<file path="src/rtl/ps2_scan_receiver.sv">
// ps2_scan_receiver: PS/2 deserialiser folding E0/F0 prefixes into single make/break key events
module ps2_scan_receiver #(
  parameter int FILTER_LEN     = 8,
  parameter int TIMEOUT_CYCLES = 10000
) (
  input  logic       clk,
  input  logic       reset,
  input  logic       in,
  input  logic       kbd_dat,
  output logic       make,
  output logic       breakk,
  output logic [8:0] key_code,
  output logic       frame_err
);
  typedef enum logic [1:0] {IDLE, DATA, PARITY, STOP} state_t;
  localparam int FW = $clog2(FILTER_LEN + 1);
  localparam int TW = $clog2(TIMEOUT_CYCLES + 1);
  state_t state;
  logic [1:0] clk_s, dat_s;
  logic filt, fe, par, ext, brk;
  logic [FW-1:0] fcnt;
  logic [TW-1:0] tcnt;
  logic [2:0] cnt;
  logic [7:0] sh;
  logic flip, good, ign, tout;
  assign flip = (clk_s[1] != filt) && fcnt == FW'(FILTER_LEN - 1);
  assign good = (^{sh, par}) & dat_s[1];
  assign ign  = sh inside {8'hFA, 8'hAA, 8'hEE, 8'hFE, 8'h00, 8'hFF};
  assign tout = state != IDLE && !fe && tcnt == TW'(TIMEOUT_CYCLES - 1);
  always_ff @(posedge clk) begin
    if (reset) begin
      clk_s <= 2'b11;
      dat_s <= 2'b11;
      filt <= 1'b1;
      fcnt <= '0;
      fe <= 1'b0;
      state <= IDLE;
      cnt <= '0;
      sh <= '0;
      par <= 1'b0;
      tcnt <= '0;
      ext <= 1'b0;
      brk <= 1'b0;
      make <= 1'b0;
      breakk <= 1'b0;
      frame_err <= 1'b0;
      key_code <= '0;
    end else begin
      clk_s <= {clk_s[0], in};
      dat_s <= {dat_s[0], kbd_dat};
      fcnt <= (clk_s[1] != filt && !flip) ? fcnt + 1'b1 : '0;
      if (flip) filt <= clk_s[1];
      fe <= flip & ~clk_s[1];
      make <= 1'b0;
      breakk <= 1'b0;
      frame_err <= 1'b0;
      tcnt <= state == IDLE ? '0 : fe ? TW'(1) : tcnt + 1'b1;
      if (tout) begin
        state <= IDLE;
        frame_err <= 1'b1;
        ext <= 1'b0;
        brk <= 1'b0;
      end else if (fe) begin
        case (state)
          IDLE: if (!dat_s[1]) begin
            state <= DATA;
            cnt <= '0;
          end
          DATA: begin
            sh <= {dat_s[1], sh[7:1]};
            cnt <= cnt + 3'd1;
            if (cnt == 3'd7) state <= PARITY;
          end
          PARITY: begin
            par <= dat_s[1];
            state <= STOP;
          end
          STOP: begin
            state <= IDLE;
            if (!good) begin
              frame_err <= 1'b1;
              ext <= 1'b0;
              brk <= 1'b0;
            end else if (sh == 8'hE0) ext <= 1'b1;
            else if (sh == 8'hF0) brk <= 1'b1;
            else if (!ign) begin
              key_code <= {ext, sh};
              make <= ~brk;
              breakk <= brk;
              ext <= 1'b0;
              brk <= 1'b0;
            end
          end
        endcase
      end
    end
  end
endmodule

</file>
<file path="config.mk">
export PLATFORM = sky130hd
export DESIGN_NAME = ps2_scan_receiver
export DESIGN_NICKNAME = d
export VERILOG_FILES = /design/src/rtl/ps2_scan_receiver.sv
export SDC_FILE = /design/constraint.sdc
export NUM_CORES = 1
export LEC_CHECK = 0
export CAP_MARGIN = 5
export CORE_MARGIN = 5
export CORE_UTILIZATION = 40
export CTS_BUF_LIST = sky130_fd_sc_hd__clkbuf_4 sky130_fd_sc_hd__clkbuf_8
export CTS_CLUSTER_DIAMETER = 40
export DETAILED_ROUTE_END_ITERATION = 6
export HOLD_SLACK_MARGIN = 0.15
export PLACE_DENSITY = 0.7
export SYNTH_ARGS = -nofsm -noshare
export SYNTH_HDL_FRONTEND = slang
export SYNTH_SLANG_ARGS = --single-unit
export TNS_END_PERCENT = 10
</file>
<file path="constraint.sdc">
create_clock -name clk -period 2.46 [get_ports clk]
set_input_delay 0.369 -clock clk [delete_from_list [all_inputs] [get_ports clk]]
set_output_delay 0.369 -clock clk [all_outputs]
set_load 0.05 [all_outputs]
</file>
Word-level counts from Yosys, hierarchy flattened:

Index checks and enable logic that the tools add are counted.

* register bits: 52
* input bits: 4
* output and inout bits: 12

* add/sub/neg operators: 3
* equality and inequality tests: 20
* muxes and demuxes: 17
* bitwise logic cells: 12
* reduce and logical (&&, ||, !) cells: 24

Operator list (number)
* 8-bit equality test, second input constant: 7
* 14-bit by 1-bit adder with 14-bit output, second input constant: 1
* 14-bit equality test, second input constant: 1
* 1-bit two-way mux: 12
* 4-bit AND reduction: 3
* 1-bit NOT: 10
* 3-bit AND reduction: 3
* 9-bit parity: 1
* 8-bit zero test: 1
* 2-bit one-hot mux with 4 select lines: 1
* 8-bit OR reduction: 1
* 7-bit AND reduction: 1
* 2-bit inequality test, second input constant: 3
* 3-bit by 2-bit inequality test with 1-bit output, second input constant: 2
* 3-bit one-hot mux with 2 select lines: 1
* 6-bit nonzero test: 1
* 2-bit OR reduction: 3
* 4-bit by 1-bit adder with 4-bit output, second input constant: 1
* 2-bit equality test, second input constant: 2
* 4-bit by 3-bit equality test with 1-bit output, second input constant: 1
* 1-bit logical AND: 4
* 2-bit two-way mux: 2
* 2-bit nonzero test: 2
* 3-bit by 1-bit adder with 3-bit output, second input constant: 1
* other kinds (9): 11

Longest topological paths before layout:

* word-level depth: 6
* mapped depth: 7

Worst setup path after synthesis:

OpenSTA, ideal clock, no wires.

* path kind: reg2reg
* start point: reg state[0]
* end point: reg brk
* setup time: 122 ps
* arrival: 1619 ps
* data required time: 2338 ps
* path slack: 719 ps
* stages on the path, launching flop included: 8
* buffers on the path: 0
* period minus slack after synthesis: 1741 ps
* path through: dfxtp_1 > inv_1 > ha_1 > nor4b_1 > nand4_1 > o41ai_1 > or2_1 > nor3_1

* cells in the longest elaborated chain, start to end: 4
* elaborated cells between the ends (all ways): 6
* those cells by class: eq/ne: 1; reduce/logical: 5

Ends and longest elaborated chain
* start, declared: line 18 `state_t state;`
* start signal, assigned: line 37 `state <= IDLE;`
* start signal, assigned: line 59 `state <= IDLE;`
* start signal, assigned: line 66 `state <= DATA;`
* 2-bit nonzero test: line 29 `assign tout = state != IDLE && !fe && tcnt == TW'(TIMEOUT_CYCLES - 1);`
* 1-bit logical AND (2 in a row): line 29
* 2-bit OR reduction (no line)
* end signal, assigned: line 43 `brk <= 1'b0;`
* end signal, assigned: line 62 `brk <= 1'b0;`
* end signal, assigned: line 83 `brk <= 1'b0;`
* end, declared: line 20 `logic filt, fe, par, ext, brk;`

Several ways; a longest one is shown, not always the timed one.
A chain may end at the register's enable or synchronous reset.

Worst setup path in the final report:

Ends and elaborated chain as after synthesis.

==> out/results.tsv <==
metric	value	unit
powerDensity	539.8	nW/um^2
cp_max_fo	6	
ys_warn_count	0	
initial_utilization	41.10	%
route.detailed.drc	0	
worst_pin_slew	547.3	ps
ios	16	
critPathLaunchType	flip-flop	
tns	0	ps
ir_worst_vdd	0.2758	mV
syn_nets	263	
htreeDepth	2	
hold_violations	0	
synthToLayoutAreaGrowth	12.82	%
cp-startpoint	state[0]	
dieHeight	85.23	microns
endpoint_kind	flip-flop	
clock-sinks	52	
synth_cells	251	
status	finished clean	
drt-initial-drc-count	92	
power	1.379	mW
drt-wirelength-per-cell	11.96	microns
dr_total_vias	1713	
synth_seq_cells	52	
routed_via_density	5.083	
setup_viol	0	
core_area	5507	sq um
drt-total-wl	4032	microns
hp-class	flip-flop to flip-flop	
layout-drive-gt1-share	7.925	%
clk-insertion-delay-late	300	ps
rr_worst_depth	7	
max_freq	490.9	MHz
routabilityCongestion	0.7795	
power_leakage	0.9210	nW
grt_pass1_wl	7217	microns
synth_area_per_cell	9.018	sq um
grt_max_degree	22	
timing.final.ws_setup	423.1	ps
rsz0062_at_grt	false	
firstDrtPassIters	4	
arrival	2220	ps
maxCapViolations	0	
r2r_start	state[0]	
dp_hpwl	2877	microns
r2r_slack	420	ps
drv_slew	0	
cp-endpoint	brk	
dp_slack	451.4	ps
max-slew-margin-rel	63.04	%
cts_hold_buf	0	
finalCritPeriodShare	82.80	%
chipWidth	85.23	microns
grt.total_usage	12.12	%
path_clk_slew	90	ps
grt-ovfl-total	0	
cts-resized-gates	0	
period_needed	2037	ps
r2r-end	brk	
dp.cells	329	
antenna_found_initial	0	
drtAntennaViolNets	0	
ys_seq_area_share	45.99	%
clock_path_buffers	2	
n_antenna_cell	0	
numPortBuffers	15	
crit_required	2650	ps
layout.nets	276	
core.rowCount	27	
cts_tree	yes	
syn-cell-area	2263	sq um
cts_buffers	5	
cts-root-buf	clkbuf_8	
grt_pass1_vias	1597	
ys_types	39	
post_cts.repair.setup_buffers	0	
layoutNonFillerInstCount	337	
die_area	7263	sq um
finClkSkew	10.73	ps
critPathKind	flip-flop to flip-flop	
==> metrics by stage <==
stage / utilization (%) / cell area (sq um) / hold WS [ps]
2_1_floorplan: - / 2263 / 389.5
3_3_place_gp: 44.60 / 2456 / 393.5
3_5_place_dp: 44.60 / 2456 / 397.2
4_1_cts: 46.38 / 2554 / 419.1
5_1_grt: 46.38 / 2554 / 443.8
6_report: 46.38 / 2554 / 416.2
==> synthesized netlist by cell type <==
| library cell | count | area share (%) |
|---|---|---|
| o21ai_0 | 3 | 0.66 |
| xor2_1 | 9 | 3.5 |
| o21ai_1 | 9 | 2.0 |
| nor3b_2 | 1 | 0.55 |
| and4_1 | 2 | 0.77 |
| buf_2 | 2 | 0.44 |
| nor4b_1 | 2 | 0.77 |
| a21oi_1 | 12 | 2.7 |
| o41ai_1 | 1 | 0.39 |
| buf_6 | 3 | 1.5 |
| nand2_1 | 31 | 5.1 |
| a211oi_1 | 3 | 0.99 |
| nor3_1 | 5 | 1.1 |
| or4_1 | 2 | 0.66 |
| a211oi_2 | 1 | 0.55 |
| inv_1 | 6 | 0.99 |
| a32oi_1 | 2 | 0.77 |
| and3_1 | 5 | 1.4 |
| mux2i_1 | 4 | 1.8 |
| nand4_1 | 13 | 3.6 |
| or2_2 | 4 | 1.1 |
| o21a_1 | 1 | 0.33 |
| or2_1 | 1 | 0.28 |
| a31oi_1 | 1 | 0.28 |
| xnor3_1 | 2 | 2.0 |
| nor2_1 | 25 | 4.1 |
| or3_1 | 4 | 1.1 |
| xnor2_1 | 8 | 3.1 |
| ha_1 | 8 | 4.4 |
| clkbuf_1 | 7 | 1.2 |
| buf_4 | 2 | 0.66 |
| nand3_1 | 13 | 2.9 |
| nor4_1 | 1 | 0.28 |
| a21boi_1 | 2 | 0.66 |
| nor3_2 | 1 | 0.44 |
| nand3b_1 | 1 | 0.33 |
| nand2b_1 | 1 | 0.28 |
| and2_4 | 1 | 0.39 |
| dfxtp_1 | 52 | 46 |
==> how the worst min path moves through the flow <==
stage,depth (start not counted),to,startpoint,slack (ps)
after global placement,1,clk_s[1],clk_s[0],390
after floorplan,1,clk_s[1],clk_s[0],390
after global routing,1,dat_s[1],dat_s[0],440
final,1,clk_s[1],clk_s[0],420
after CTS,1,clk_s[1],clk_s[0],420
after detailed placement,1,clk_s[1],clk_s[0],400
==> cell type report <==
cell class	count	area, sq um
Fill cell	544	2953
Multi-Input combinational cell	179	1115
Sequential cell	52	1041
Timing Repair Buffer	20	187.7
Clock buffer	7	90.09
Tap cell	72	90.09
Inverter	6	22.52
Clock inverter	1	7.507
==> worst max-delay path, cell delays in order, from the launching register on <==
cell and delay, ps:
dfxtp_1 380, inv_1 90, ha_1 280, nor4b_1 300, nand4_1 150, o41ai_1 480
or2_1 200, nor3_1 50
==> per-layer routing <==
layer  up-vias  share of wire [%]  routed length [microns]  track usage, %
met2        23                 46                     1849           18.93
met5         -                  0                        0               0
met4         0                1.2                       47           5.180
met1       797                 50                     2000           15.92
li1        891                  -                        -               -
met3         2                3.3                      134           2.913
==> sequential cells by signal (all words and copies together) (netlist names) <==
register / count
make: 1
ext: 1
breakk: 1
par: 1
dat_s: 2
cnt: 3
tcnt: 14
brk: 1
sh: 8
fcnt: 4
frame_err: 1
state: 2
clk_s: 2
filt: 1
key_code: 9
fe: 1
==> logic make-up (layout without fill, tap and decap cells) <==
| logic type | count (synthesis) | after routing | synth area share [%] |
|---|---|---|---|
| AND/OR/NAND/NOR | 113 | 113 | 25.21 |
| multiplexers | 4 | 4 | 1.769 |
| AO/OA/AOI/OAI | 35 | 35 | 9.287 |
| adder cells (fa/ha/maj) | 8 | 8 | 4.423 |
| buffers and inverters | 20 | 34 | 4.754 |
| XOR/XNOR | 19 | 19 | 8.568 |
| flip-flops | 52 | 52 | 45.99 |
==> layout by cell type (no fill, tap or decap), types with 3 or more instances in the layout <==
cell,n
or2_2,4
nand3_1,13
inv_1,6
a21oi_1,12
clkbuf_8,6
xor2_1,9
nand2_1,31
clkdlybuf4s50_1,15
and3_1,5
ha_1,8
o21ai_0,3
a211oi_1,3
nor2_1,25
dfxtp_1,52
nand4_1,13
o21ai_1,9
mux2i_1,4
xnor2_1,8
nor3_1,5
or3_1,4
buf_4,5
==> power by group <==
part / total [mW] / internal (mW) / switching (mW) / leakage, nW
clock: 0.507 / 0.240 / 0.267 / 0.0479
combinational: 0.0244 / 0.0101 / 0.0143 / 0.453
sequential: 0.847 / 0.844 / 0.00231 / 0.420
total: 1.38 / 1.09 / 0.284 / 0.921
Power figures use the tool's default switching activity.
